[src/rtl/exe_muldiv_if.sv]
// exe_muldiv_if: execute-stage handshake and HI/LO bus between the pipeline (master) and the mul/div unit (slave)
interface exe_muldiv_if #(
  parameter int WIDTH = 32
);
  logic             start;
  logic [2:0]       op;
  logic [WIDTH-1:0] A_IN;
  logic [WIDTH-1:0] B_IN;
  logic             read_req;
  logic             stall;
  logic             flush;
  logic [WIDTH-1:0] HI_OUT;
  logic [WIDTH-1:0] LO_OUT;
  logic             busy;
  logic             done;
  logic             stall_req;
  modport master (
    output start, op, A_IN, B_IN, read_req, stall, flush,
    input  HI_OUT, LO_OUT, busy, done, stall_req
  );
  modport slave (
    input  start, op, A_IN, B_IN, read_req, stall, flush,
    output HI_OUT, LO_OUT, busy, done, stall_req
  );
endinterface

[src/rtl/exe_muldiv.sv]
// exe_muldiv: iterative shift-add multiply / restoring divide owning HI/LO; MULDIV_EARLY_OUT_EN lets multiplies finish once the multiplier is exhausted
module exe_muldiv #(
  parameter int WIDTH          = 32,
  parameter int BITS_PER_CYCLE = 1
) (
  input logic         CLK,
  input logic         RESET,
  exe_muldiv_if.slave bus
);
  localparam int W     = WIDTH;
  localparam int B     = BITS_PER_CYCLE;
  localparam int STEPS = W / B;
  localparam int CW    = $clog2(STEPS + 1);

  typedef enum logic [1:0] {IDLE, RUN, FIX} state_t;

  state_t         state, state_nx;
  logic [2*W-1:0] acc, acc_step, acc_fin, prod;
  logic [W-1:0]   d, hi, lo, rem_t, quo_t, rem_fix, mag_a, mag_b;
  logic [W:0]     tmp;
  logic [W+B-1:0] sum;
  logic [CW-1:0]  cnt;
  logic           done_r, is_div, neg_q, neg_r, div0, early;
  logic           accept, go_md, sgn;

  assign accept = bus.start && !bus.stall && state == IDLE && !bus.flush;
  assign go_md  = accept && !bus.op[2];
  assign sgn    = !bus.op[0];
  assign mag_a  = (sgn && bus.A_IN[W-1]) ? -bus.A_IN : bus.A_IN;
  assign mag_b  = (sgn && bus.B_IN[W-1]) ? -bus.B_IN : bus.B_IN;

  // One iteration: multiply adds d*digit into the upper half then shifts right; divide runs B restoring steps on {rem, quo}
  always_comb begin
    rem_t = acc[2*W-1:W];
    quo_t = acc[W-1:0];
    tmp   = '0;
    sum   = {{B{1'b0}}, acc[2*W-1:W]} + ({{B{1'b0}}, d} * {{W{1'b0}}, acc[B-1:0]});
    for (int k = 0; k < B; k++) begin
      tmp   = {rem_t, quo_t[W-1]};
      quo_t = {quo_t[W-2:0], tmp >= {1'b0, d}};
      tmp   = quo_t[0] ? tmp - {1'b0, d} : tmp;
      rem_t = tmp[W-1:0];
    end
    acc_step = is_div ? {rem_t, quo_t} : {sum, acc[W-1:B]};
  end

`ifdef MULDIV_EARLY_OUT_EN
  logic [W-1:0] mask;
  int           sh;
  // The cnt remaining steps would only shift zeros in, so exit and apply that shift at once
  always_comb begin
    sh      = B * int'(cnt);
    mask    = ~({W{1'b1}} << sh);
    early   = !is_div && (acc_step[W-1:0] & mask) == '0;
    acc_fin = early ? acc_step >> sh : acc_step;
  end
`else
  assign early   = 1'b0;
  assign acc_fin = acc_step;
`endif

  assign prod    = neg_q ? -acc : acc;
  assign rem_fix = neg_r ? -acc[2*W-1:W] : acc[2*W-1:W];

  // State register
  always_ff @(posedge CLK or negedge RESET) begin
    if (!RESET) state <= IDLE;
    else        state <= state_nx;
  end

  // Next state: flush wins over everything, RUN ends on the last step or an early exit
  always_comb begin
    state_nx = state;
    state_nx = bus.flush                                ? IDLE :
               (state == IDLE && go_md)                 ? RUN  :
               (state == RUN && (cnt == '0 || early))   ? FIX  :
               state == FIX                             ? IDLE : state;
  end

  // Operand latch, iteration datapath and HI/LO commit
  always_ff @(posedge CLK or negedge RESET) begin
    if (!RESET) begin
      acc    <= '0;
      d      <= '0;
      cnt    <= '0;
      hi     <= '0;
      lo     <= '0;
      done_r <= 1'b0;
      is_div <= 1'b0;
      neg_q  <= 1'b0;
      neg_r  <= 1'b0;
      div0   <= 1'b0;
    end else begin
      done_r <= 1'b0;
      if (accept && bus.op == 3'd4) hi <= bus.A_IN;
      if (accept && bus.op == 3'd5) lo <= bus.A_IN;
      if (go_md) begin
        is_div <= bus.op[1];
        neg_q  <= sgn && (bus.A_IN[W-1] ^ bus.B_IN[W-1]);
        neg_r  <= sgn && bus.A_IN[W-1];
        div0   <= bus.B_IN == '0;
        d      <= bus.op[1] ? mag_b : mag_a;
        acc    <= {{W{1'b0}}, bus.op[1] ? mag_a : mag_b};
        cnt    <= CW'(STEPS - 1);
      end
      if (state == RUN && !bus.flush) begin
        acc <= acc_fin;
        cnt <= (cnt == '0 || early) ? '0 : cnt - 1'b1;
      end
      if (state == FIX && !bus.flush) begin
        hi     <= is_div ? rem_fix : prod[2*W-1:W];
        lo     <= (is_div && div0) ? '1 : prod[W-1:0];
        done_r <= 1'b1;
      end
    end
  end

  assign bus.HI_OUT    = hi;
  assign bus.LO_OUT    = lo;
  assign bus.busy      = state != IDLE;
  assign bus.done      = done_r;
  assign bus.stall_req = bus.busy && (bus.read_req || bus.start);
endmodule

[src/flat_wrapper.sv]
// flat-port wrapper written by rule: the top's interface ports become plain ports
module exe_muldiv_flat 
#(
  parameter int WIDTH          = 32,
  parameter int BITS_PER_CYCLE = 1
)
  (CLK, RESET, bus_start, bus_op, bus_A_IN, bus_B_IN, bus_read_req, bus_stall, bus_flush, bus_HI_OUT, bus_LO_OUT, bus_busy, bus_done, bus_stall_req);
  exe_muldiv_if #(.WIDTH(WIDTH)) bus_i ();
  input logic CLK;
  input logic RESET;
  input wire logic [$bits(bus_i.start)-1:0] bus_start;
  input wire logic [$bits(bus_i.op)-1:0] bus_op;
  input wire logic [$bits(bus_i.A_IN)-1:0] bus_A_IN;
  input wire logic [$bits(bus_i.B_IN)-1:0] bus_B_IN;
  input wire logic [$bits(bus_i.read_req)-1:0] bus_read_req;
  input wire logic [$bits(bus_i.stall)-1:0] bus_stall;
  input wire logic [$bits(bus_i.flush)-1:0] bus_flush;
  output wire logic [$bits(bus_i.HI_OUT)-1:0] bus_HI_OUT;
  output wire logic [$bits(bus_i.LO_OUT)-1:0] bus_LO_OUT;
  output wire logic [$bits(bus_i.busy)-1:0] bus_busy;
  output wire logic [$bits(bus_i.done)-1:0] bus_done;
  output wire logic [$bits(bus_i.stall_req)-1:0] bus_stall_req;
  assign bus_i.start = bus_start;
  assign bus_i.op = bus_op;
  assign bus_i.A_IN = bus_A_IN;
  assign bus_i.B_IN = bus_B_IN;
  assign bus_i.read_req = bus_read_req;
  assign bus_i.stall = bus_stall;
  assign bus_i.flush = bus_flush;
  assign bus_HI_OUT = bus_i.HI_OUT;
  assign bus_LO_OUT = bus_i.LO_OUT;
  assign bus_busy = bus_i.busy;
  assign bus_done = bus_i.done;
  assign bus_stall_req = bus_i.stall_req;
  exe_muldiv #(.WIDTH(WIDTH), .BITS_PER_CYCLE(BITS_PER_CYCLE)) u_core (.CLK(CLK), .RESET(RESET), .bus(bus_i));
endmodule
[config.mk]
export PLATFORM = sky130hd
export DESIGN_NAME = exe_muldiv_flat
export DESIGN_NICKNAME = d
export VERILOG_FILES = /design/src/rtl/exe_muldiv_if.sv /design/src/rtl/exe_muldiv.sv /design/src/flat_wrapper.sv
export SDC_FILE = /design/constraint.sdc
export NUM_CORES = 1
export LEC_CHECK = 0
export CAP_MARGIN = 20
export CORE_UTILIZATION = 40
export CTS_CLUSTER_SIZE = 10
export DETAILED_ROUTE_END_ITERATION = 10
export PLACE_DENSITY_LB_ADDON = 0.2
export SLEW_MARGIN = 20
export SYNTH_ARGS = -nofsm -noshare
export SYNTH_HDL_FRONTEND = slang
export SYNTH_SLANG_ARGS = --single-unit
[constraint.sdc]
create_clock -name CLK -period 6.8 [get_ports CLK]
set_clock_uncertainty 0.2 [all_clocks]
set_input_delay 0.68 -clock CLK [delete_from_list [all_inputs] [get_ports CLK]]
set_output_delay 0.68 -clock CLK [all_outputs]
set_load 0.02 [all_outputs]
==> impl_results.md, run 1 <==
* Outcome: finished clean
* Kind of critical path: reg2reg
* Worst Reg2Reg Path Length in Cells at 12
* CTS tree: yes
* # H-tree levels at 4
* Setup TNS at 0 ns
* Ys Warns at 0
* Filler cells at 3733
* Syn_area_per_cell at 7.84 sq um
* Most common cell after layout, fill and taps aside: nand2_1
* Die Span Y at 198 um
* Vias at 15388
* Post_cts resized at 0
* Worst relative slew slack at 0.296
* Final worst setup slack at 2.31 ns
* Final hold violation count at 0
* Hold_sp: u_core.d[20]$_DFFE_PN0P_
* Pre-CTS setup slack at 2.42 ns
* FF+latch count, synth at 173
* CP arrival at 4.61 ns
* Seq. cell area at 4330 sq um
* Rows at 71
* Synth-to-layout area growth at 14.6%
* Die area at 39200 sq um
* Root Buffer: clkbuf_16
* Clock latency on the worst-skew pair at 0.46 ns
* DR iter-0 viols at 1478
* Final setup violation count at 0
* Reg clk slew, reported paths at 0.06 ns
* Fmax at 222 MHz
* Total core area at 37800 sq um
* Post-synth cell types at 88
* Routed len/inst at 23.3 um
* RR Endpoint: u_core.acc[63]$_DFFE_PN0P_
* Worst VDD drop at 207 uV
* Worst slew pin tran at 1.06 ns
* R2R setup slack at 2.31 ns
* Max-slew violations at 0
* Synth Instances at 1961
* Final period util at 0.661
* Inserted Clock Buffers at 17
* Setup bufs post-CTS at 0
* Starting Density at 0.407
* Vias per inst at 6.09
* Net Count, Synth at 2106
* Nets at 2151
* Final WL at 58.8 mm
* WHS Endpoint: u_core.d[20]$_DFFE_PN0P_
* Post-synth ARST share at 1.00
* Multi-input gate area at 10300 sq um
* Hold-fix buffers, CTS at 1
* Routability Congestion at 0.947
* RSZ-0062 raised after global routing: false
* Post-route ant nets at 0
* HPWL Detailed at 44.4 mm
* Width of the die at 198 um
* Fin Hold WS at 0.284 ns
* R2R Path Start: u_core.acc[0]$_DFFE_PN0P_
* I/O Buffers at 139
* Dpl cells at 2497
* Clk sinks at 173
* Commonest non-fill, non-tap cells in the layout: nand2_1 (274), o21ai_0 (205), dfrtp_1 (172)
* Worst path required time at 6.92 ns
* Pwr per Cell Area at 395 nW/um^2
* Min Tclk post-route at 4.49 ns
* CP endpoint kind: flip-flop
* First-pass GRT wire length at 89.2 mm
* Post-Layout Inst Area at 17600 sq um
* Largest net degree at the start of global routing at 113
* Startpoint Class: flip-flop
* Worst min path class: reg2reg
* Ys flop type: dfrtp_1
* Post-synth EDFFs at 0
* Crit Path Max Fanout at 16
* Synthesized area at 15400 sq um
* Total gr overflow at 0
* Clk buf depth at 2
* Pleak at 7.32 nW
* Sequential fraction of the synthesis area at 0.282
* Placed cell areas at 17000 sq um
* Drt pass-1 iters at 5
* Gr usage total at 0.303
* ANT cells at 0
* Fraction of layout cells with a size suffix above 1 at 0.0561
* Initial antenna violation count at 0
* Number of global-route vias before repair at 14365
* DRC at 0
* Hold path depth at 1
* Max cap viols at 0
* Non-filler instance count after layout at 2527
* I/O Pins at 140
-- cell usage after synthesis (14+ instances only) --
library cell	instances	area (sq um)
a32oi_1	28	245
o31ai_1	35	263
nor3_1	33	165
mux2i_1	67	671
xnor2_1	80	701
nand2b_1	18	113
o21ai_0	205	1030
inv_1	67	251
a21o_1	20	150
o211ai_1	25	188
o221ai_1	26	228
a21oi_1	129	646
ha_1	70	876
dfrtp_1	173	4330
clkbuf_1	107	402
buf_1	14	52.6
o41ai_1	15	131
nand3_1	61	305
xor2_1	87	762
or4_1	18	135
nand2_1	275	1030
or3_1	18	113
mux2_2	16	180
a31oi_1	14	87.6
nor2_1	131	492
-- where the power goes --
part | switching (mW) | internal [mW]
combinational | 2.44 | 1.63
clock | 0.441 | 0.581
sequential | 0.565 | 1.32
total | 3.44 | 3.52
-- cell families after synthesis --
group / Yosys count / synth area share
xor gates and xnor gates: 167 / 0.0951
adders and majority gates: 72 / 0.0596
DFF: 173 / 0.282
AOI/OAI and AO/OA: 604 / 0.250
buffers and inverters: 202 / 0.0506
and+or+nand+nor: 659 / 0.207
muxes: 84 / 0.0563
-- worst max-delay path by stage --
| stage | from | endpoint | slack [ns] | depth (start not counted) |
|---|---|---|---|---|
| final | u_core.acc[0]$_DFFE_PN0P_ | u_core.acc[63]$_DFFE_PN0P_ | 2.31 | 12 |
| after floorplan | u_core.acc[0]$_DFFE_PN0P_ | u_core.acc[59]$_DFFE_PN0P_ | 3.08 | 14 |
| after global placement | u_core.acc[0]$_DFFE_PN0P_ | u_core.acc[59]$_DFFE_PN0P_ | 2.49 | 12 |
| after detailed placement | u_core.acc[0]$_DFFE_PN0P_ | u_core.acc[63]$_DFFE_PN0P_ | 2.42 | 12 |
| after global routing | u_core.acc[0]$_DFFE_PN0P_ | u_core.acc[63]$_DFFE_PN0P_ | 1.98 | 12 |
| after CTS | u_core.acc[0]$_DFFE_PN0P_ | u_core.acc[63]$_DFFE_PN0P_ | 2.40 | 12 |
-- state kept, by name, summed over array words and instances (netlist names) --
register and count:
u_core.state 2, u_core.neg_q 1, u_core.bus.HI_OUT 32, u_core.bus.LO_OUT 32, u_core.cnt 6, u_core.is_div 1
u_core.bus.done 1, u_core.acc 64, u_core.div0 1, u_core.neg_r 1, u_core.d 32
-- routing by layer --
| metal | global-route usage | wire length (um) | vias up |
|---|---|---|---|
| met5 | 0 | 0 | - |
| met4 | 0.108 | 1720 | 0 |
| met3 | 0.0399 | 4530 | 84 |
| met2 | 0.468 | 25900 | 713 |
| met1 | 0.432 | 26600 | 7408 |
| li1 | - | - | 7183 |
-- cell type report --
type	instances	share of cell area
Sequential cell	173	0.246
Clock buffer	22	0.0258
Inverter	69	0.0147
Multi-Input combinational cell	1586	0.583
Clock inverter	7	0.00660
Tap cell	511	0.0363
Timing Repair Buffer	159	0.0874
-- metrics by stage --
stage	power, mW	utilization
CTS	6.88	0.467
detailed placement	5.84	0.451
global placement	5.82	0.451
floorplan	4.53	-
finish	6.97	0.467
global route	7.41	0.467
-- critical path, stage by stage (launching register included) --
cell       delay [ns]
dfrtp_1          0.49
inv_1            0.39
nor2_1           0.10
ha_1             0.35
a21o_1           0.22
nor3_1           0.17
a21boi_0         0.23
a211oi_1         0.47
nor4_1           0.19
o41ai_1          0.80
o2111ai_1        0.37
nor3b_1          0.29
nor4_1           0.09
No activity file was read; power rests on OpenSTA's default activity.
==> run 2: changes to the inputs <==
Clock period 6.8 ns to 4 ns, I/O delays scaled along.
==> impl_results.md, run 2 (synthesis results as in run 1) <==
* Outcome: finished clean
* Hold_sp: bus_op[1]
* Total gr overflow at 0
* Synth-to-layout area growth at 20.7%
* Pleak at 7.90 nW
* Min Tclk post-route at 3.79 ns
* First-pass GRT wire length at 91.6 mm
* Root Buffer: clkbuf_16
* Final hold violation count at 0
* Final setup violation count at 0
* Worst slew pin tran at 0.864 ns
* Filler cells at 3701
* DRC at 0
* Setup TNS at 0 ns
* Inserted Clock Buffers at 17
* Crit Path Max Fanout at 7
* Largest net degree at the start of global routing at 105
* Buffers & Inverters on Critical Path at 3
* Seq. cell area at 4330 sq um
* CP Cell Sequence: inv_1 -> nor2_1 -> ha_1 -> buf_4 -> a21oi_1 -> o21ai_0 -> o2111ai_1 -> nor4b_1 -> buf_4 -> o311ai_1 -> a2111oi_1 -> nor3_1 -> mux2_2 -> o31ai_1
* Multi-input gate area at 10300 sq um
* Worst path depth at 14
* Worst Reg2Reg Path Length in Cells at 14
* Final worst setup slack at 0.211 ns
* Most common cell after layout, fill and taps aside: nand2_1
* Max reg flops at 64
* Worst min path class: in2reg
* Setup crit start: u_core.acc[0]$_DFFE_PN0P_
* Drt pass-1 iters at 6
* Gr usage total at 0.310
* Initial antenna violation count at 1
* Total core area at 37800 sq um
* CP endpoint kind: flip-flop
* Worst path required time at 4.17 ns
* Max-slew violations at 0
* Vias at 15862
* Routability Congestion at 0.939
* Final Power at 12.6 mW
* Vias per inst at 6.02
* # H-tree levels at 4
* Nets at 2257
* Startpoint Class: flip-flop
* I/O Pins at 140
* Fraction of layout cells with a size suffix above 1 at 0.109
* Worst VDD drop at 366 uV
* Crit path largest cell delay at 0.47 ns
* Commonest non-fill, non-tap cells in the layout: nand2_1 (275), o21ai_0 (204), dfrtp_1 (172)
* Kind of critical path: reg2reg
* Clk sinks at 173
* CTS tree: yes
* Dpl cells at 2602
* Delay-heaviest family, CP: compound AO/OA/AOI/OAI gates
* Final period util at 0.947
* Slowest library cell on the worst path: a2111oi_1
* Clock latency on the worst-skew pair at 0.46 ns
* Width of the die at 198 um
* Hold path depth at 4
* Post-route ant nets at 0
* Reg with most FFs: u_core.acc
* Routed len/inst at 22.8 um
* Pwr per Cell Area at 678 nW/um^2
* HPWL Detailed at 47.0 mm
* DR iter-0 viols at 1622
* Starting Density at 0.407
* CP arrival at 3.96 ns
* Worst relative slew slack at 0.420
* Final WL at 60.2 mm
* Die area at 39200 sq um
* I/O Buffers at 139
* Non-filler instance count after layout at 2635
* Die Span Y at 198 um
* CP dominant cell by count: buf_4
* Max cap viols at 0
* Clk buf depth at 2
* Reg clk slew, reported paths at 0.08 ns
* Pre-CTS setup slack at -0.198 ns
* Fmax at 264 MHz
* Rows at 71
* Number of global-route vias before repair at 15114
* R2R Path Start: u_core.acc[0]$_DFFE_PN0P_
* R2R setup slack at 0.21 ns
run 2: timing repair:
action	4_1_cts	5_1_grt
setup buffers	0	1
hold buffers	1	0
pin swaps	0	2
setup endpoints to repair	3	12
endpoints found under the hold margin	72	0
resized for setup	1	13
run 2: final cells by class:
| type | instances | share of cell area |
|---|---|---|
| Antenna cell | 1 | 0.000135 |
| Clock buffer | 21 | 0.0259 |
| Clock inverter | 9 | 0.00728 |
| Inverter | 69 | 0.0140 |
| Multi-Input combinational cell | 1586 | 0.557 |
| Sequential cell | 173 | 0.233 |
| Tap cell | 511 | 0.0345 |
| Timing Repair Buffer | 265 | 0.128 |
run 2: power by group:
| part | leakage [nW] | switching, mW | total (mW) | internal [mW] |
|---|---|---|---|---|
| sequential | 2.21 | 0.625 | 2.87 | 2.24 |
| clock | 0.294 | 0.786 | 1.83 | 1.05 |
| combinational | 5.40 | 4.64 | 7.89 | 3.25 |
run 2: worst paths after layout:
path                                                      to
max in group asynchronous         u_core.acc[47]$_DFFE_PN0P_
min reg2reg                         u_core.d[12]$_DFFE_PN0P_
max                               u_core.acc[56]$_DFFE_PN0P_
min in group asynchronous  u_core.bus.LO_OUT[12]$_DFFE_PN0P_
max reg2reg                       u_core.acc[56]$_DFFE_PN0P_
min                                u_core.acc[9]$_DFFE_PN0P_
run 2: worst min-delay path, stage by stage:
cell      delay (ns)
buf_2           0.17
nand2_1         0.06
o21ai_0         0.09
o221ai_1        0.12
run 2: routing by layer:
metal  GRT usage  part of all wire  vias up
met3      0.0477             0.076       88
met5           0                 0        -
met4       0.115             0.031        0
li1            -                 -     7407
met1       0.437              0.45     7667
met2       0.478              0.44      700
run 2: stage by stage:
stage / util / cell area [sq um] / hold slack [ns]
final: 0.492 / 18600 / 0.249
after global routing: 0.492 / 18600 / 0.271
after CTS: 0.490 / 18500 / 0.240
after detailed placement: 0.473 / 17900 / 0.276
after global placement: 0.473 / 17900 / 0.268
after floorplan: - / 15400 / -0.0956
==> run 3: changes to the inputs <==
Settings changed: PLACE_DENSITY_LB_ADDON 0.2 to 0.25.
==> impl_results.md, run 3 (synthesis results as in run 1) <==
* Outcome: finished clean
* Max reg flops at 64
* Filler cells at 3669
* Final hold violation count at 0
* Die Span Y at 198 um
* Worst min path class: in2async
* Vias per inst at 6.01
* Inserted Clock Buffers at 17
* RSZ-0062 raised after global routing: false
* Largest net degree at the start of global routing at 111
* Die area at 39200 sq um
* Final Power at 12.6 mW
* Non-filler instance count after layout at 2642
* Worst relative slew slack at 0.396
* Max cap viols at 0
* CP arrival at 4.00 ns
* Fraction of layout cells with a size suffix above 1 at 0.112
* Worst path required time at 4.14 ns
* Final core occ at 0.494
* Width of the die at 198 um
* Clk sinks at 173
* DR iter-0 viols at 1414
* DRC at 0
* Most common cell after layout, fill and taps aside: nand2_1
* Logic pwr share at 0.619
* Fmax at 259 MHz
* Seq. cell area at 4330 sq um
* R2R setup slack at 0.14 ns
* R2R Path Start: u_core.acc[31]$_DFFE_PN0P_
* Switching power at 5.96 mW
* Post-route ant nets at 0
* Worst slew pin tran at 0.906 ns
* I/O Pins at 140
* RR Endpoint: u_core.acc[62]$_DFFE_PN0P_
* Worst VDD drop at 403 uV
* Flop pwr share at 0.230
* Dpl cells at 2607
* Starting Density at 0.407
* Final worst setup slack at 0.142 ns
* Routed len/inst at 22.2 um
* Crit Path Max Fanout at 4
* Kind of critical path: reg2reg
* Internal at 6.65 mW
* HPWL Detailed at 45.6 mm
* I/O Buffers at 139
* CP endpoint kind: flip-flop
* Total gr overflow at 0
* Number of global-route vias before repair at 14859
* Nets at 2262
* Pwr per Cell Area at 677 nW/um^2
* Setup crit start: u_core.acc[31]$_DFFE_PN0P_
* Switch share at 0.473
* Drt pass-1 iters at 6
* Clock power share at 0.151
* Max-slew violations at 0
* CTS tree: yes
* Clock latency on the worst-skew pair at 0.47 ns
* Reg clk slew, reported paths at 0.06 ns
* Initial antenna violation count at 1
* Setup crit end: u_core.acc[62]$_DFFE_PN0P_
* Vias at 15876
* Root Buffer: clkbuf_16
* Rows at 71
* First-pass GRT wire length at 89.2 mm
* Fin Hold WS at 0.235 ns
* Pleak at 7.96 nW
* # H-tree levels at 4
* Final setup violation count at 0
* Gr usage total at 0.301
* Routability Congestion at 0.962
* Commonest non-fill, non-tap cells in the layout: nand2_1 (275), o21ai_0 (204), dfrtp_1 (172)
* Reg with most FFs: u_core.acc
* Clk buf depth at 2
* Min Tclk post-route at 3.86 ns
* Multi-input gate area at 10300 sq um
* Final WL at 58.5 mm
* Final period util at 0.965
* Total core area at 37800 sq um
* Worst Reg2Reg Path Length in Cells at 13
* Synth-to-layout area growth at 21.2%
* Startpoint Class: flip-flop
* Pre-CTS setup slack at -0.159 ns
==> run 3: cell types whose count changed in the layout (fill, tap and decap cells not counted), sizes merged <==
cell	delta
clkinv	+4
inv	-1
clkbuf	-1
buf	+5
clkinvlp	-2
bufinv	+2
==> run 3: power groups by stage <==
stage,registers (mW),logic [mW],clock network (mW)
after detailed placement,2.90,7.57,0
after CTS,2.87,7.61,1.93
after global placement,2.88,7.53,0
after global routing,2.95,8.47,1.99
final,2.90,7.81,1.91
after floorplan,2.87,4.84,0
==> run 3: worst min path at each step <==
stage	to	slack (ns)	cells after the start
5_1_grt	u_core.state[1]$_DFFE_PN0P_	0.28	2
2_1_floorplan	u_core.acc[0]$_DFFE_PN0P_	-0.1	0
3_5_place_dp	u_core.cnt[4]$_DFFE_PN0P_	0.16	1
6_report	u_core.cnt[4]$_DFFE_PN0P_	0.23	2
3_3_place_gp	u_core.cnt[4]$_DFFE_PN0P_	0.17	1
4_1_cts	u_core.cnt[4]$_DFFE_PN0P_	0.24	2
==> run 3: final cells by class <==
class | instances | share of cell area
Antenna cell | 1 | 0.000134
Clock buffer | 20 | 0.0245
Clock inverter | 12 | 0.0103
Inverter | 69 | 0.0139
Multi-Input combinational cell | 1586 | 0.555
Sequential cell | 173 | 0.233
Tap cell | 511 | 0.0343
Timing Repair Buffer | 270 | 0.130
==> run 3: per-layer routing <==
metal,global-route usage,part of all wire
met1,0.416,0.45
met2,0.465,0.44
met3,0.0465,0.078
met4,0.128,0.037
met5,0,0
==> run 3: what timing repair did <==
item | in CTS | in global routing
hold buffers | 1 | 0
pin swaps | 0 | 2
setup buffers | 0 | 1
endpoints found under the setup margin | 4 | 6
hold endpoints to repair | 41 | 0
gates resized for setup | 2 | 13
==> run 3: critical path, cell delays in order (launching register included) <==
cell,delay (ns)
dfrtp_1,0.41
inv_1,0.18
ha_1,0.21
inv_1,0.06
fa_1,0.43
a211oi_2,0.22
o21bai_2,0.14
a221oi_2,0.30
o21a_2,0.22
o211a_1,0.21
nor3_1,0.10
a311o_1,0.41
or4_1,0.40
a32o_1,0.26
==> run 3: stage by stage <==
step | area, sq um | TNS, ns
6_report | 18600 | 0
2_1_floorplan | 15400 | 0
5_1_grt | 18600 | 0
3_5_place_dp | 17900 | -0.300
4_1_cts | 18600 | 0
3_3_place_gp | 17900 | -0.171
